## config.mk

```make
export PLATFORM = sky130hd
export DESIGN_NAME = local_mem_sweep_seq_flat
export DESIGN_NICKNAME = d
export VERILOG_FILES = /design/src/rtl/local_mem_sweep_pkg.sv /design/src/rtl/local_mem_sweep_if.sv /design/src/rtl/local_mem_sweep_cmd_fmt.sv /design/src/rtl/local_mem_sweep_seq.sv /design/src/flat_wrapper.sv
export SDC_FILE = /design/constraint.sdc
export NUM_CORES = 1
export LEC_CHECK = 0
export CAP_MARGIN = 20
export CELL_PAD_IN_SITES_DETAIL_PLACEMENT = 1
export CELL_PAD_IN_SITES_GLOBAL_PLACEMENT = 2
export CORE_UTILIZATION = 28
export CTS_BUF_LIST = sky130_fd_sc_hd__clkbuf_2
export CTS_CLUSTER_SIZE = 25
export DETAILED_ROUTE_END_ITERATION = 6
export PLACE_DENSITY_LB_ADDON = 0.1
export SYNTH_ARGS = -nofsm -noshare
export SYNTH_HDL_FRONTEND = slang
export SYNTH_HIERARCHICAL = 1
export SYNTH_SLANG_ARGS = --single-unit
```

## constraint.sdc

```tcl
create_clock -name clk -period 3.7 [get_ports clk]
set_clock_uncertainty 0.1 [all_clocks]
set_input_delay 0.555 -clock clk [delete_from_list [all_inputs] [get_ports clk]]
set_output_delay 0.555 -clock clk [all_outputs]
set_load 0.005 [all_outputs]
```

## src/rtl/local_mem_sweep_pkg.sv

```systemverilog
// Shared definitions for the local-memory sweep sequencer:
// command word layout, FSM states and the test pattern.
package local_mem_sweep_pkg;

  localparam int CTRL_RD  = 0;
  localparam int CTRL_WR  = 1;
  localparam int BANK_LO  = 2;
  localparam int BANK_HI  = 3;
  localparam int BE_LO    = 4;
  localparam int BE_HI    = 11;
  localparam int WSEL_LO  = 16;
  localparam int WSEL_HI  = 18;
  localparam int BURST_LO = 20;
  localparam int BURST_HI = 26;

  typedef enum logic [2:0] {
    S_IDLE,
    S_WR_ISSUE,
    S_WR_GAP,
    S_RD_ISSUE,
    S_RD_GUARD,
    S_RD_WAIT,
    S_CHECK,
    S_DONE
  } t_sweep_state;

  function automatic logic [63:0] sweep_pattern(
    input logic [63:0] addr,
    input logic [63:0] seed
  );
    return seed ^ {addr[31:0], ~addr[31:0]};
  endfunction

endpackage

```

## src/rtl/local_mem_sweep_if.sv

```systemverilog
// Command/response bus between the sweep sequencer
// and the CSR-driven local-memory access block.
interface local_mem_sweep_if #(
  parameter int DATA_WIDTH = 64
);

  logic [DATA_WIDTH-1:0] cr2mem_ctrl;
  logic [DATA_WIDTH-1:0] cr2mem_address;
  logic [DATA_WIDTH-1:0] cr2mem_writedata;
  logic [DATA_WIDTH-1:0] mem2cr_readdata;
  logic [DATA_WIDTH-1:0] mem2cr_status;

  modport master (
    output cr2mem_ctrl,
    output cr2mem_address,
    output cr2mem_writedata,
    input  mem2cr_readdata,
    input  mem2cr_status
  );

  modport slave (
    input  cr2mem_ctrl,
    input  cr2mem_address,
    input  cr2mem_writedata,
    output mem2cr_readdata,
    output mem2cr_status
  );

endinterface

```

## src/rtl/local_mem_sweep_cmd_fmt.sv

```systemverilog
// Command formatter: registers ctrl/address/writedata
// and turns issue requests into one-cycle strobes.
module local_mem_sweep_cmd_fmt
  import local_mem_sweep_pkg::*;
#(
  parameter int DATA_WIDTH = 64
) (
  input  logic                  clk,
  input  logic                  SoftReset,
  input  logic                  issue_wr,
  input  logic                  issue_rd,
  input  logic [1:0]            bank,
  input  logic [DATA_WIDTH-1:0] addr,
  input  logic [DATA_WIDTH-1:0] wdata,
  output logic [DATA_WIDTH-1:0] ctrl,
  output logic [DATA_WIDTH-1:0] address,
  output logic [DATA_WIDTH-1:0] writedata
);

  logic [DATA_WIDTH-1:0] word;

  // assemble the full command word for the next issue
  always_comb begin
    word = '0;
    word[BANK_HI:BANK_LO]   = bank;
    word[BE_HI:BE_LO]       = 8'hFF;
    word[WSEL_HI:WSEL_LO]   = addr[2:0];
    word[BURST_HI:BURST_LO] = 7'd1;
    word[CTRL_WR]           = issue_wr;
    word[CTRL_RD]           = issue_rd;
  end

  // load on issue; otherwise drop strobes, hold the rest
  always_ff @(posedge clk) begin
    if (SoftReset) begin
      ctrl      <= '0;
      address   <= '0;
      writedata <= '0;
    end else if (issue_wr || issue_rd) begin
      ctrl    <= word;
      address <= addr;
      if (issue_wr) writedata <= wdata;
    end else begin
      ctrl[CTRL_WR] <= 1'b0;
      ctrl[CTRL_RD] <= 1'b0;
    end
  end

endmodule

```

## src/rtl/local_mem_sweep_seq.sv

```systemverilog
// Write-then-readback sweep sequencer over one bank
// of the local-memory access block.
module local_mem_sweep_seq
  import local_mem_sweep_pkg::*;
#(
  parameter int DATA_WIDTH     = 64,
  parameter int COUNT_WIDTH    = 32,
  parameter int WR_GAP         = 8,
  parameter int RD_GUARD       = 4,
  parameter int TIMEOUT_CYCLES = 4096
) (
  input  logic                   clk,
  input  logic                   SoftReset,
  input  logic                   start,
  input  logic                   abort,
  input  logic [1:0]             cfg_bank,
  input  logic [DATA_WIDTH-1:0]  cfg_base,
  input  logic [COUNT_WIDTH-1:0] cfg_count,
  input  logic [DATA_WIDTH-1:0]  cfg_seed,
  local_mem_sweep_if.master      mem,
  output logic                   busy,
  output logic                   done,
  output logic                   pass,
  output logic                   timeout,
  output logic [COUNT_WIDTH-1:0] err_count,
  output logic [DATA_WIDTH-1:0]  first_fail_addr
);

  t_sweep_state           state;
  logic [1:0]             bank_q;
  logic [DATA_WIDTH-1:0]  base_q;
  logic [COUNT_WIDTH-1:0] count_q;
  logic [DATA_WIDTH-1:0]  seed_q;
  logic [COUNT_WIDTH-1:0] idx;
  logic [DATA_WIDTH-1:0]  addr_q;
  logic [DATA_WIDTH-1:0]  rd_q;
  logic [31:0]            tmr;
  logic                   aborted;
  logic                   last;
  logic                   issue_wr;
  logic                   issue_rd;
  logic [DATA_WIDTH-1:0]  ctrl;
  logic [DATA_WIDTH-1:0]  address;
  logic [DATA_WIDTH-1:0]  writedata;
  logic                   unused_status;

  assign last     = (idx == count_q - 1'b1);
  assign issue_wr = (state == S_WR_ISSUE);
  assign issue_rd = (state == S_RD_ISSUE);

  assign unused_status = ^mem.mem2cr_status[DATA_WIDTH-1:1];

  assign mem.cr2mem_ctrl      = ctrl;
  assign mem.cr2mem_address   = address;
  assign mem.cr2mem_writedata = writedata;

  local_mem_sweep_cmd_fmt #(
    .DATA_WIDTH(DATA_WIDTH)
  ) u_cmd_fmt (
    .clk       (clk),
    .SoftReset (SoftReset),
    .issue_wr  (issue_wr),
    .issue_rd  (issue_rd),
    .bank      (bank_q),
    .addr      (addr_q),
    .wdata     (sweep_pattern(addr_q, seed_q)),
    .ctrl      (ctrl),
    .address   (address),
    .writedata (writedata)
  );

  // sweep FSM with registered status outputs
  always_ff @(posedge clk) begin
    if (SoftReset) begin
      state           <= S_IDLE;
      bank_q          <= '0;
      base_q          <= '0;
      count_q         <= '0;
      seed_q          <= '0;
      idx             <= '0;
      addr_q          <= '0;
      rd_q            <= '0;
      tmr             <= '0;
      aborted         <= 1'b0;
      busy            <= 1'b0;
      done            <= 1'b0;
      pass            <= 1'b0;
      timeout         <= 1'b0;
      err_count       <= '0;
      first_fail_addr <= '0;
    end else begin
      unique case (state)
        S_IDLE: begin
          if (start) begin
            done            <= 1'b0;
            pass            <= 1'b0;
            timeout         <= 1'b0;
            err_count       <= '0;
            first_fail_addr <= '0;
            aborted         <= 1'b0;
            bank_q          <= cfg_bank;
            base_q          <= cfg_base;
            count_q         <= cfg_count;
            seed_q          <= cfg_seed;
            idx             <= '0;
            addr_q          <= cfg_base;
            tmr             <= '0;
            if (cfg_count == '0) begin
              state <= S_DONE;
            end else begin
              busy  <= 1'b1;
              state <= S_WR_ISSUE;
            end
          end
        end
        S_WR_ISSUE: begin
          tmr   <= '0;
          state <= S_WR_GAP;
        end
        S_WR_GAP: begin
          if (abort) begin
            aborted <= 1'b1;
            busy    <= 1'b0;
            state   <= S_DONE;
          end else if (tmr == 32'(WR_GAP - 1)) begin
            tmr <= '0;
            if (last) begin
              idx    <= '0;
              addr_q <= base_q;
              state  <= S_RD_ISSUE;
            end else begin
              idx    <= idx + 1'b1;
              addr_q <= addr_q + 1'b1;
              state  <= S_WR_ISSUE;
            end
          end else begin
            tmr <= tmr + 1'b1;
          end
        end
        S_RD_ISSUE: begin
          tmr   <= '0;
          state <= S_RD_GUARD;
        end
        S_RD_GUARD: begin
          if (tmr == 32'(RD_GUARD - 1)) begin
            tmr   <= '0;
            state <= S_RD_WAIT;
          end else begin
            tmr <= tmr + 1'b1;
          end
        end
        S_RD_WAIT: begin
          if (abort) begin
            aborted <= 1'b1;
            busy    <= 1'b0;
            state   <= S_DONE;
          end else if (mem.mem2cr_status[0]) begin
            rd_q  <= mem.mem2cr_readdata;
            state <= S_CHECK;
          end else if (tmr == 32'(TIMEOUT_CYCLES - 1)) begin
            timeout <= 1'b1;
            busy    <= 1'b0;
            state   <= S_DONE;
          end else begin
            tmr <= tmr + 1'b1;
          end
        end
        S_CHECK: begin
          if (rd_q != sweep_pattern(addr_q, seed_q)) begin
            if (err_count != '1) err_count <= err_count + 1'b1;
            if (err_count == '0) first_fail_addr <= addr_q;
          end
          if (abort) begin
            aborted <= 1'b1;
            busy    <= 1'b0;
            state   <= S_DONE;
          end else if (last) begin
            busy  <= 1'b0;
            state <= S_DONE;
          end else begin
            idx    <= idx + 1'b1;
            addr_q <= addr_q + 1'b1;
            state  <= S_RD_ISSUE;
          end
        end
        S_DONE: begin
          done  <= 1'b1;
          pass  <= !timeout && (err_count == '0) && !aborted;
          busy  <= 1'b0;
          state <= S_IDLE;
        end
        default: state <= S_IDLE;
      endcase
    end
  end

endmodule

```

## src/flat_wrapper.sv

```systemverilog
// flat-port wrapper written by rule: the top's interface ports become plain ports
module local_mem_sweep_seq_flat import local_mem_sweep_pkg::*;
#(
  parameter int DATA_WIDTH     = 64,
  parameter int COUNT_WIDTH    = 32,
  parameter int WR_GAP         = 8,
  parameter int RD_GUARD       = 4,
  parameter int TIMEOUT_CYCLES = 4096
)
  (clk, SoftReset, start, abort, cfg_bank, cfg_base, cfg_count, cfg_seed, busy, done, pass, timeout, err_count, first_fail_addr, mem_cr2mem_ctrl, mem_cr2mem_address, mem_cr2mem_writedata, mem_mem2cr_readdata, mem_mem2cr_status);
  local_mem_sweep_if #(.DATA_WIDTH(DATA_WIDTH)) mem_i ();
  input  logic clk;
  input  logic SoftReset;
  input  logic start;
  input  logic abort;
  input  logic [1:0] cfg_bank;
  input  logic [DATA_WIDTH-1:0] cfg_base;
  input  logic [COUNT_WIDTH-1:0] cfg_count;
  input  logic [DATA_WIDTH-1:0] cfg_seed;
  output logic busy;
  output logic done;
  output logic pass;
  output logic timeout;
  output logic [COUNT_WIDTH-1:0] err_count;
  output logic [DATA_WIDTH-1:0] first_fail_addr;
  output wire logic [$bits(mem_i.cr2mem_ctrl)-1:0] mem_cr2mem_ctrl;
  output wire logic [$bits(mem_i.cr2mem_address)-1:0] mem_cr2mem_address;
  output wire logic [$bits(mem_i.cr2mem_writedata)-1:0] mem_cr2mem_writedata;
  input wire logic [$bits(mem_i.mem2cr_readdata)-1:0] mem_mem2cr_readdata;
  input wire logic [$bits(mem_i.mem2cr_status)-1:0] mem_mem2cr_status;
  assign mem_cr2mem_ctrl = mem_i.cr2mem_ctrl;
  assign mem_cr2mem_address = mem_i.cr2mem_address;
  assign mem_cr2mem_writedata = mem_i.cr2mem_writedata;
  assign mem_i.mem2cr_readdata = mem_mem2cr_readdata;
  assign mem_i.mem2cr_status = mem_mem2cr_status;
  local_mem_sweep_seq #(.DATA_WIDTH(DATA_WIDTH), .COUNT_WIDTH(COUNT_WIDTH), .WR_GAP(WR_GAP), .RD_GUARD(RD_GUARD), .TIMEOUT_CYCLES(TIMEOUT_CYCLES)) u_core (.clk(clk), .SoftReset(SoftReset), .start(start), .abort(abort), .cfg_bank(cfg_bank), .cfg_base(cfg_base), .cfg_count(cfg_count), .cfg_seed(cfg_seed), .mem(mem_i), .busy(busy), .done(done), .pass(pass), .timeout(timeout), .err_count(err_count), .first_fail_addr(first_fail_addr));
endmodule
```

# == Word level (Yosys, flattened, before mapping) ==
# Cells that the tools add are included.
# totals
in_bits,294
reg_bits,602
out_inout_bits,292
elab_cells,151
# classes
eq_ne,34
n_reduce_logical,30
n_mux,58
addsub,5
n_bitwise,4
# op_table
op,count
64-bit two-way mux,9
32-bit two-way mux,14
64-bit case mux with 3 select lines,1
32-bit case mux with 5 select lines,1
64-bit case mux with 2 select lines,1
32-bit by 1-bit adder with 32-bit output (second input constant),3
32-bit case mux with 3 select lines,1
64-bit by 1-bit adder with 64-bit output (second input constant),1
32-bit zero test,2
64-bit inequality test,1
32-bit case mux with 2 select lines,1
64-bit bitwise XOR,1
32-bit by 12-bit == test with 1-bit output (second input constant),1
32-bit by 2-bit == test with 1-bit output (second input constant),1
32-bit by 3-bit == test with 1-bit output (second input constant),1
32-bit == test,1
32-bit inequality test (second input constant),1
32-bit NOT,1
32-bit by 1-bit subtractor with 32-bit output (second input constant),1
3-bit two-way mux,10
3-bit case mux with 8 select lines,1
2-bit inequality test (second input constant),9
2-bit by 1-bit inequality test with 1-bit output (second input constant),7
1-bit two-way mux,13
other kinds (25),48

# == Logic depth before layout (Yosys ltp) ==
# depth
depth_word,6
mapped_depth,15
ltp_nobuf,12

# == Modules after synthesis ==
# The synthesis kept the hierarchy.
# by_module_without_submodules
module,area_per_inst_um2,seq_area_each_um2,instances,cells_each
local_mem_sweep_seq,22638.0,9168.8,1,2908
local_mem_sweep_cmd_fmt,5510.3,2662.6,1,574

# == Worst setup path after synthesis ==
# OpenSTA, ideal clock, no wires.
# synth_path
path_kind,flip-flop to flip-flop
from,register u_core.count_q[14]
to,register u_core.addr_q[59]
required_ps,3467
setup_ps,133
n_path_buf,5
period_less_slack_ps,3710
slack_ps,-10
path_stages_with_launch,16
arrival_time_ps,3477
cell_sequence,dfxtp_1 > buf_6 > or4_4 > buf_6 > or2_1 > buf_2 > or4_4 > a21oi_2 > o32ai_1 > or4_1 > or2_1 > and2_1 > buf_6 > buf_6 > a31oi_1 > o32ai_1
# synth_between
elab_chain_len,6
word_cells_on_any_way,8
cone_classes,add/sub: 1; eq/ne: 2; mux: 4; reduce/logical: 1
# synth_lines
item,line,source
start: declaration,local_mem_sweep_seq.sv:32,logic [COUNT_WIDTH-1:0] count_q;
start signal: assignment,local_mem_sweep_seq.sv:103,count_q <= cfg_count;
32-bit by 1-bit subtractor with 32-bit output *,local_mem_sweep_seq.sv:47,assign last = (idx == count_q - 1'b1);
32-bit == test *,local_mem_sweep_seq.sv:47,
64-bit two-way mux,local_mem_sweep_seq.sv:127,if (last) begin
64-bit two-way mux,local_mem_sweep_seq.sv:125,end else if (tmr == 32'(WR_GAP - 1)) begin
64-bit two-way mux,local_mem_sweep_seq.sv:121,if (abort) begin
64-bit case mux with 3 select lines,local_mem_sweep_seq.sv:92,unique case (state)
end signal: assignment,local_mem_sweep_seq.sv:106,addr_q <= cfg_base;
end signal: assignment,local_mem_sweep_seq.sv:129,addr_q <= base_q;
end signal: assignment,local_mem_sweep_seq.sv:133,addr_q <= addr_q + 1'b1;
end: declaration,local_mem_sweep_seq.sv:35,logic [DATA_WIDTH-1:0] addr_q;
# Every way passes the cells marked *; elsewhere a longest branch is shown, timed or not. The select of a mux whose other input is x is not followed.
# A chain may end at the register's enable or synchronous reset.

# == Worst setup path in the final report ==
# layout_path
from,register u_core.count_q[14]
to,register u_core.addr_q[22]
# Same word-level chain as after synthesis.

==> flow_summary.yaml <==
status:
  status: "complete, but fails checks"
  violations: "setup timing"
layout:
  nets: 4854
  post-route-util: 0.4312
  drive_gt1_frac: 0.1618
  finalNonFillerCells: 5982
  area_growth_pct: 51.66
  fin_area_um2: 42690
  fill_cells: 11680
  final_common_cell: "dfxtp_1"
  final_cell_mix: "dfxtp_1, nand2_1, clkdlybuf4s50_1"
critical_path:
  critPathLaunchType: "flip-flop"
  path_max_fanout: 8
  r2r_end: "u_core/addr_q[22]"
  reg2reg_setup_slack_ns: -0.13
  cp.required_ns: 5.00
  cpMostUsedCell: "or4_4"
  regToRegStartpoint: "u_core/count_q[14]"
  cp-end-kind: "flip-flop"
  r2r_cells: 13
  critical_path_class: "reg2reg"
  cpPeakStageDelay_ns: 0.56
  timing.critical_path.buf_inv: 3
  critPathSlowestCell: "or4_4"
  critPathArrivalTime_ns: 5.13
  crit_family: "simple AND/OR/NAND/NOR gates"
  path_cells: "or4_4 > or2_4 > or4_4 > a21oi_4 > o32ai_2 > or4_4 > or2_4 > buf_8 > buf_12 > clkbuf_16 > nand2_1 > o211ai_1 > a21oi_1"
detailed_routing:
  wl_per_cell_um: 22.86
  drtIter0Drc: 1346
  via_count: 30170
  via_per_inst: 5.044
  routed_wirelength_mm: 136.8
  final_antenna_net_count: 0
  drc_errors: 0
  drt_pass1_iterations: 5
clock_tree:
  clk_pin_slew_ns: 0.11
  cts_tree: "yes"
  cts_root_buf: "clkbuf_2"
  clkSinkCount: 591
  insertion_delay_ns: 1.50
  cts_buffers: 176
  clockBufferDepth: 3
  cts_max_level: 4
flow_run:
  cap_violations: 0
floorplan:
  dieArea_um2: 101800
  start_util: 0.2843
  rows: 115
  ios: 586
  die_h_um: 319.1
  die_w_um: 319.1
  core-area_um2: 98990
power_and_ir_drop:
  switching_share: 0.4307
  p_sw_mw: 11.66
  power_density_nw_per_um2: 634.4
  p_clk_frac: 0.200
  vdd_ir_drop_max_v: 0.0005575
  p_int_mw: 15.42
  leakage_nw: 16.09
  seqPwrFrac: 0.321
  total_power_mw: 27.08
  comb_power_share: 0.480
global_route:
  grt_pass1_vias: 31880
  globalRouteOverflowTotal: 0
  grt_max_degree: 189
  grt_antenna_before_repair: 15
  grt_pass1_wl_mm: 200.7
  grt_usage: 0.2590
synthesis:
  ys.warnings.count: 6
  yosys_register_bits: 591
  synth-async-reset-ratio: 0
  synth_edf_count: 0
  ys.flop_type: "dfxtp_1"
  avgSynthCellArea_um2: 8.084
  ys_seq_area_frac: 0.4203
  post_synth_num_cell_types: 83
  syn_area_um2: 28150
  syn-instance-count: 3482
sta:
  fin_ws_ns: -0.1258
  rsz0062_at_grt: "yes"
  fin_tns_setup_ns: -2.374
  drv_slew: 0
  fin_crit_sh: 1.034
  fmax_ghz: 0.2614
  setup_violations: 51
  worst_slew_pin_slew_ns: 1.067
  slew-limit-headroom: 0.2889
  period_minus_slack_ns: 3.826
  finalHoldViolCount: 0
placement:
  port_buffers: 474
  place_area_um2: 35460
  hpwlAfterDp_mm: 93.16
  place_congestion: 0.8668
  dp_cells: 5216
hold_path:
  min_from: "cfg_base[45]"
  hold_path.class: "in2reg"
  whs_path_depth: 4
  holdPathEnd: "u_core/base_q[45]"
## power by group through the flow
stage	Combinational (mW)	Clock (mW)	Sequential (mW)
5_1_grt	13.9	5.98	8.80
6_report	13.0	5.40	8.69
3_3_place_gp	11.2	0	8.76
4_1_cts	12.4	5.64	8.67
3_5_place_dp	11.3	0	8.79
2_1_floorplan	6.00	0	8.23
## layer usage
layer / part of all wire / vias up / track usage / wire length [µm]
met2: 0.49 / 763 / 0.4414 / 66500
met3: 0.043 / 236 / 0.04668 / 5832
met5: 0.00075 / - / 0 / 102
li1: - / 14220 / - / -
met4: 0.031 / 16 / 0.09861 / 4204
met1: 0.44 / 14940 / 0.3230 / 60120
## worst max path at each step
stage | slack, ns | start | depth (start not counted) | to
after floorplan | -0.01 | u_core/count_q[14] | 15 | u_core/addr_q[59]
after global placement | -0.41 | u_core/count_q[14] | 12 | u_core/addr_q[26]
after detailed placement | -0.48 | u_core/count_q[14] | 13 | u_core/addr_q[38]
after CTS | -0.06 | u_core/count_q[14] | 14 | u_core/addr_q[38]
after global routing | -0.24 | u_core/count_q[14] | 12 | u_core/addr_q[29]
final | -0.13 | u_core/count_q[14] | 13 | u_core/addr_q[22]
## synth_stat cells (57+ instances only)
library cell,instances,area share
clkbuf_1,197,0.026
nand2_1,591,0.079
nor2_1,310,0.041
dfxtp_1,591,0.42
o21ai_0,90,0.016
xor2_1,119,0.037
mux2i_1,70,0.025
o21ai_1,66,0.012
a22oi_1,67,0.018
nand3_1,73,0.013
or3b_1,66,0.021
inv_1,57,0.0076
buf_4,67,0.018
a21oi_1,418,0.074
xnor2_1,108,0.034
## metrics by stage
| step | hold slack (ns) | worst slack (ns) |
|---|---|---|
| 4_1_cts | 0.0006170 | -0.05844 |
| 6_report | 0.1684 | -0.1258 |
| 2_1_floorplan | 0.3329 | -0.01016 |
| 3_3_place_gp | 0.3401 | -0.4142 |
| 5_1_grt | 0.02468 | -0.2362 |
| 3_5_place_dp | 0.3470 | -0.4785 |
## timing repair
item                                   4_1_cts  5_1_grt
cloned                                       3       13
resized for setup                          100      153
setup endpoints to repair                  194      137
pin swaps                                   23       56
hold buffers                               395        0
buffers inserted                            15       28
endpoints found under the hold margin      526        0
## worst min-delay path: cells and delay by family
family	cells	cell delay, ns
simple gates	1	0.08
buf+inv	2	1.03
compound gates	1	0.06
## layout make-up
cell class | instances | area (µm²) | area share
Sequential cell | 591 | 11850 | 0.2776
Tap cell | 1287 | 1610 | 0.03772
Clock inverter | 46 | 329.1 | 0.007708
Clock buffer | 263 | 1316 | 0.03083
Inverter | 57 | 214.0 | 0.005012
Antenna cell | 10 | 25.02 | 0.0005862
Multi-Input combinational cell | 2561 | 15580 | 0.3650
Timing Repair Buffer | 1167 | 11760 | 0.2755
## kinds of logic after synthesis
| kind of cell | synth area share |
|---|---|
| other | 0.0001332 |
| muxes | 0.02609 |
| buffers and inverters | 0.06325 |
| and+or+nand+nor | 0.2323 |
| AOI/OAI and AO/OA | 0.1667 |
| adders and majority gates | 0.002667 |
| DFF | 0.4203 |
| xor gates and xnor gates | 0.08859 |
## state kept, by name (all words and copies together) (netlist names), 64 cells and up
name	cells
u_core/addr_q	64
u_core/base_q	64
u_core/first_fail_addr	64
u_core/rd_q	64
u_core/seed_q	64
u_core/u_cmd_fmt/address	64
u_core/u_cmd_fmt/writedata	64
No activity file was read; power rests on OpenSTA's default activity.
